### src/rtl/register_file_pkg.sv
// Shared defaults and types for the register_file slice.
package register_file_pkg;

  localparam int DEFAULT_DATA_WIDTH = 32;
  localparam int DEFAULT_NUM_REGS   = 16;
  localparam int DEFAULT_ADDR_WIDTH = $clog2(DEFAULT_NUM_REGS);
  localparam int R0_IDX             = 0;

  typedef logic [DEFAULT_ADDR_WIDTH-1:0] regfile_addr_t;

endpackage

### src/rtl/regfile_read_port.sv
// One read port: storage mux, write bypass, R0 zero-force and optional output register.
module regfile_read_port
  import register_file_pkg::*;
#(
  parameter int                    DATA_WIDTH   = DEFAULT_DATA_WIDTH,
  parameter int                    NUM_REGS     = DEFAULT_NUM_REGS,
  parameter int                    ADDR_WIDTH   = $clog2(NUM_REGS),
  parameter logic [DATA_WIDTH-1:0] INIT         = '0,
  parameter int                    READ_LATENCY = 0,
  parameter bit                    BYPASS       = 1'b1,
  parameter bit                    R0_BA_MODE   = 1'b1
) (
  input  logic                  clock,
  input  logic                  clear,
  input  logic [DATA_WIDTH-1:0] regs [NUM_REGS],
  input  logic                  write_enable,
  input  logic [ADDR_WIDTH-1:0] write_addr,
  input  logic [DATA_WIDTH-1:0] write_data,
  input  logic [ADDR_WIDTH-1:0] read_addr,
  input  logic                  ba_out,
  output logic [DATA_WIDTH-1:0] read_data
);

  logic [DATA_WIDTH-1:0] rdata_d;

  // Force beats bypass, bypass beats stored value; a write under clear never lands, so it is not forwarded.
  always_comb begin
    rdata_d = regs[read_addr];
    if (BYPASS && write_enable && !clear && (write_addr == read_addr)) begin
      rdata_d = write_data;
    end else begin
      rdata_d = regs[read_addr];
    end
    if (R0_BA_MODE && ba_out && (read_addr == ADDR_WIDTH'(R0_IDX))) begin
      rdata_d = {DATA_WIDTH{1'b0}};
    end else begin
      rdata_d = rdata_d;
    end
  end

  generate
    if (READ_LATENCY == 1) begin : g_reg
      logic [DATA_WIDTH-1:0] rdata_q;

      always_ff @(posedge clock or posedge clear) begin
        if (clear) begin
          rdata_q <= INIT;
        end else begin
          rdata_q <= rdata_d;
        end
      end

      assign read_data = rdata_q;
    end else begin : g_comb
      logic unused_clock;
      assign unused_clock = clock;
      assign read_data    = rdata_d;
    end
  endgenerate

endmodule

### src/rtl/register_file.sv
// Multi-port register bank: clear-able storage array with two read ports and one write port.
module register_file
  import register_file_pkg::*;
#(
  parameter int                    DATA_WIDTH   = DEFAULT_DATA_WIDTH,
  parameter int                    NUM_REGS     = DEFAULT_NUM_REGS,
  parameter int                    ADDR_WIDTH   = $clog2(NUM_REGS),
  parameter logic [DATA_WIDTH-1:0] INIT         = '0,
  parameter int                    READ_LATENCY = 0,
  parameter bit                    BYPASS       = 1'b1,
  parameter bit                    R0_BA_MODE   = 1'b1
) (
  input  logic                  clock,
  input  logic                  clear,
  input  logic                  write_enable,
  input  logic [ADDR_WIDTH-1:0] write_addr,
  input  logic [DATA_WIDTH-1:0] write_data,
  input  logic [ADDR_WIDTH-1:0] read_addr_a,
  input  logic [ADDR_WIDTH-1:0] read_addr_b,
  input  logic                  ba_out,
  output logic [DATA_WIDTH-1:0] read_data_a,
  output logic [DATA_WIDTH-1:0] read_data_b
);

  logic [DATA_WIDTH-1:0] regs_q [NUM_REGS];
  logic [DATA_WIDTH-1:0] regs_d [NUM_REGS];

  always_comb begin
    for (int i = 0; i < NUM_REGS; i++) begin
      regs_d[i] = regs_q[i];
    end
    if (write_enable) begin
      regs_d[write_addr] = write_data;
    end else begin
      regs_d[write_addr] = regs_q[write_addr];
    end
  end

  // Clear is asynchronous and dominates any write presented at the same edge.
  always_ff @(posedge clock or posedge clear) begin
    if (clear) begin
      for (int i = 0; i < NUM_REGS; i++) begin
        regs_q[i] <= INIT;
      end
    end else begin
      for (int i = 0; i < NUM_REGS; i++) begin
        regs_q[i] <= regs_d[i];
      end
    end
  end

  regfile_read_port #(
    .DATA_WIDTH  (DATA_WIDTH),
    .NUM_REGS    (NUM_REGS),
    .ADDR_WIDTH  (ADDR_WIDTH),
    .INIT        (INIT),
    .READ_LATENCY(READ_LATENCY),
    .BYPASS      (BYPASS),
    .R0_BA_MODE  (R0_BA_MODE)
  ) u_port_a (
    .clock       (clock),
    .clear       (clear),
    .regs        (regs_q),
    .write_enable(write_enable),
    .write_addr  (write_addr),
    .write_data  (write_data),
    .read_addr   (read_addr_a),
    .ba_out      (ba_out),
    .read_data   (read_data_a)
  );

  regfile_read_port #(
    .DATA_WIDTH  (DATA_WIDTH),
    .NUM_REGS    (NUM_REGS),
    .ADDR_WIDTH  (ADDR_WIDTH),
    .INIT        (INIT),
    .READ_LATENCY(READ_LATENCY),
    .BYPASS      (BYPASS),
    .R0_BA_MODE  (R0_BA_MODE)
  ) u_port_b (
    .clock       (clock),
    .clear       (clear),
    .regs        (regs_q),
    .write_enable(write_enable),
    .write_addr  (write_addr),
    .write_data  (write_data),
    .read_addr   (read_addr_b),
    .ba_out      (ba_out),
    .read_data   (read_data_b)
  );

endmodule
### config.mk
export PLATFORM = sky130hd
export DESIGN_NAME = register_file
export DESIGN_NICKNAME = d
export VERILOG_FILES = /design/src/rtl/register_file_pkg.sv /design/src/rtl/regfile_read_port.sv /design/src/rtl/register_file.sv
export SDC_FILE = /design/constraint.sdc
export NUM_CORES = 2
export LEC_CHECK = 0
export ABC_AREA = 1
export ABC_CLOCK_PERIOD_IN_PS = 24800
export CAP_MARGIN = 30
export CORE_MARGIN = 1.5
export CORE_UTILIZATION = 40
export CTS_CLUSTER_SIZE = 24
export DETAILED_ROUTE_END_ITERATION = 8
export SLEW_MARGIN = 20
export SYNTH_ARGS = -nofsm -noshare
export SYNTH_HDL_FRONTEND = slang
export SYNTH_SLANG_ARGS = --single-unit
### constraint.sdc
create_clock -name clock -period 24.8 [get_ports clock]
set_input_delay 4.96 -clock clock [delete_from_list [all_inputs] [get_ports clock]]
set_output_delay 4.96 -clock clock [all_outputs]
set_load 0.01 [all_outputs]
==> parameters.txt <==
Parameter                              Value

Outcome
  Outcome ... complete, no violations

Clocking
  Clock tree from TritonCTS ... done
  Total clock buffers created by CTS ... 67
  Number of H-tree branching levels ... 3
  CTS-repair resized insts ... 0
  Buffers inserted during post-CTS setup optimization ... 0
  Clock-pin slew on the worst setup and hold paths ... 0.05 ns
  Maximum buffer depth of the clock tree ... 3
  Hold buffers post-CTS ... 0
  Root cell of the clock tree ... clkbuf_16
  Clk sinks ... 512
  Insertion delay of the later-clocked pin in the worst-skew pair ... around 0.63 ns

Floorplan
  Area of the die ... 97800 um2
  IO Pins ... around 110
  Starting utilization of the core area ... roughly two fifths
  DIE WIDTH ... 313 um
  Number of rows created at floorplan ... around 110
  Height of the die ... roughly 310 um
  Placeable core region ... approximately 95000 um2

Min path
  Type of the most critical hold path ... register to register
  End point of the worst hold path ... regs_q[123]$_DFFE_PP0P_
  Hold Path Cell Cnt ... 2
  Hold path startpoint ... regs_q[123]$_DFFE_PP0P_

Final layout
  Biggest registers after layout ... regs_q x512
  Most frequent standard cell in the layout excluding fill and tap cells ... nand2_1
  Sequential cell area ... ~13000 um2
  Most frequent cells in the layout ... nand2_1, nor2_1, dfrtp_1, nand3_1, inv_1
  Filler Cell Count ... 10100
  Most flops, register ... regs_q
  Final-stage net count ... 6495
  Post-layout instance count excluding filler cells ... just under 8000
  Area of combinational cells with multiple inputs ... between 20000 and 25000 um2
  Share of layout cells above drive strength 1 ... approximately 4.5%
  Synthesis-to-finish area growth ... 9.54%
  Max reg flops ... 512

Setup path
  Arrival time reported for the critical path endpoint ... just over 9 ns
  Critical path type ... primary input to output pin
  Most used cell, CP ... inv_1
  Register-to-register path setup slack ... roughly 23 ns
  Endpoint required time on the critical path ... between 15 and 20 ns
  Max stage delay cell, worst path ... buf_4
  Longest individual stage delay on the worst path ... about 0.75 ns
  Critical path launch point type ... primary input
  Crit path max fanout ... 64
  Count of cells along the worst register-to-register path ... 10
  List of cells traversed by the critical path ... buf_6 > buf_4 > inv_1 > o21ai_0 > nor2_1 > nand2_4 > nand3_1 > nand2_1 > inv_1 > clkdlybuf4s50_1
  End of the worst register-to-register path ... regs_q[178]$_DFFE_PP0P_
  Critical path capture point type ... output pin
  Reg-to-reg critical path startpoint ... regs_q[466]$_DFFE_PP0P_

Power
  Static Leak ... ~23 nW
  Maximum vdd drop ... 0.0468 mV
  P per Cell Area ... ~72 nW/um2

Global route
  Pin count of the biggest net entering global routing ... 182
  Number of global-route vias before repair ... between 30000 and 40000
  Overall track demand over capacity in global routing ... between 30% and 40%
  Antenna violations before repair ... 3
  Global-route congestion overflow total ... 0
  First-pass GRT wire length ... 249000 um

Logic synthesis
  Post-synthesis cell area ... about 38000 um2
  Avg Inst Size Synth ... roughly 5.8 um2
  Register area share after synthesis ... around a third
  Net count of the mapped netlist ... roughly 6700
  Portion of synthesized cell area occupied by the leading cell type ... 33.6%
  Most area-hungry cell type in the Yosys netlist ... nand2_1
  Post-synth cell types ... 23
  Number of instances in the synthesized netlist ... between 6000 and 7000
  Syn. warnings ... 0
  FF+latch count, synth ... 512
  Dominant cells by area after synthesis ... nand2_1, dfrtp_1, nor2_1

Placement
  Placed Instances ... approximately 7600
  Dpl hpwl ... roughly 90000 um
  Final weighted congestion of routability-driven global placement ... 0.868
  Buffers added on ports ... around 110

Detailed routing
  Violation count after the first detailed-routing iteration ... just over 6000
  Number of vias after detailed routing ... around 44000
  Routed WL ... about 170000 um
  Via density per instance ... between 5 and 6
  Post-DRT Antenna Nets ... 0
  Average wire length per cell after detail routing ... between 20 and 25 um
  Number of search-and-repair iterations in the first detailed-routing pass ... 6
  Number of DRC violations after detailed routing ... 0

Flow run
  Number of maximum-capacitance violations ... 0

Timing
  Transition time at the pin with the least slew margin ... 1.05 ns
  RSZ-0062 raised after global routing ... no
  Tmin final ... about 14 ns
  Setup tns final ... 0 ns
  Worst slew margin relative to its limit ... 29.9%
  Clock tree skew after final layout ... 0.0205 ns
  Pins Over Slew Limit ... 0
  Post-route fraction of the period consumed by the critical path ... a little under three fifths
  Final setup violation count ... 0
  Max Freq ... 71.4 MHz
  Final hold violation count ... 0
  Smallest hold slack ... slightly below 0.5 ns
==> worst max-delay path: cells and delay by family <==
kind / cells / cell delay, ns
compound gates: 1 / 0.29
buf+inv: 5 / 2.31
simple gates: 4 / 1.43
==> logic make-up (layout without fill, tap and decap cells) <==
| group | Yosys count | count (layout) | synth area share [%] |
|---|---|---|---|
| and+or+nand+nor | 4749 | 4749 | 48.4 |
| buffers and inverters | 769 | 599 | 9.04 |
| AOI/OAI and AO/OA | 630 | 630 | 9.14 |
| DFF | 512 | 512 | 33.4 |
| xor gates and xnor gates | 2 | 2 | 0.0456 |
| other | 0 | 1 | 0 |
==> where the power goes <==
part / total (W) / internal [W] / switching, W
combinational: 0.000842 / 0.000290 / 0.000552
sequential: 0.00121 / 0.00102 / 0.000190
clock: 0.000994 / 0.000585 / 0.000409
total: 0.00304 / 0.00189 / 0.00115
==> worst max path at each step <==
stage                        start                     to  slack, ns  cells after the start
floorplan                    clear  regs_q[0]$_DFFE_PP0P_       5.54                      1
global placement    read_addr_a[3]        read_data_a[22]      10.86                     11
detailed placement  read_addr_b[1]         read_data_b[2]      10.90                     10
CTS                 read_addr_b[1]         read_data_b[2]      10.91                     10
global route        read_addr_b[1]         read_data_b[2]      10.75                     10
finish              read_addr_b[1]         read_data_b[2]      10.79                     10
==> cell type report <==
type / instances / area share (%)
clock inverters: 15 / 0.312
clock buffers: 99 / 4.83
well taps: 1265 / 3.76
multi-input cells: 5381 / 53.0
repair buffers: 202 / 5.00
diodes: 1 / 0.00595
flip-flops and latches: 512 / 30.5
inverters: 283 / 2.61
==> metal layers <==
| metal | track usage [%] | routed length [um] | share of wire, % |
|---|---|---|---|
| met5 | 0 | 28 | 0.017 |
| met1 | 44.5 | 66600 | 40 |
| met2 | 52.2 | 73200 | 44 |
| met3 | 6.27 | 18900 | 11 |
| met4 | 14.1 | 7490 | 4.5 |
==> synthesized netlist by cell type <==
library cell,number
o21ai_0,233
inv_2,5
dfrtp_1,512
nand2_1,3433
nor2_2,4
nand2_2,41
buf_4,26
inv_1,274
nand4_1,2
nor2_1,784
buf_1,39
o21ai_1,6
a21oi_1,249
clkbuf_2,1
nand3_1,481
inv_4,1
buf_6,40
nor2_4,4
clkinv_1,3
xor2_1,2
o211ai_1,142
clkbuf_1,234
buf_2,146
==> per-stage QoR <==
| step | utilization [%] | cell area [um2] | power, W | worst slack [ns] |
|---|---|---|---|---|
| 3_5_place_dp | 41.8 | 39700 | 0.00203 | 10.90 |
| 2_1_floorplan | - | 38400 | 0.00176 | 5.54 |
| 4_1_cts | 44.1 | 41900 | 0.00303 | 10.91 |
| 5_1_grt | 44.3 | 42000 | 0.00321 | 10.75 |
| 3_3_place_gp | 41.4 | 39400 | 0.00201 | 10.86 |
| 6_report | 44.3 | 42000 | 0.00304 | 10.79 |
(Power assumes the default switching activity.)
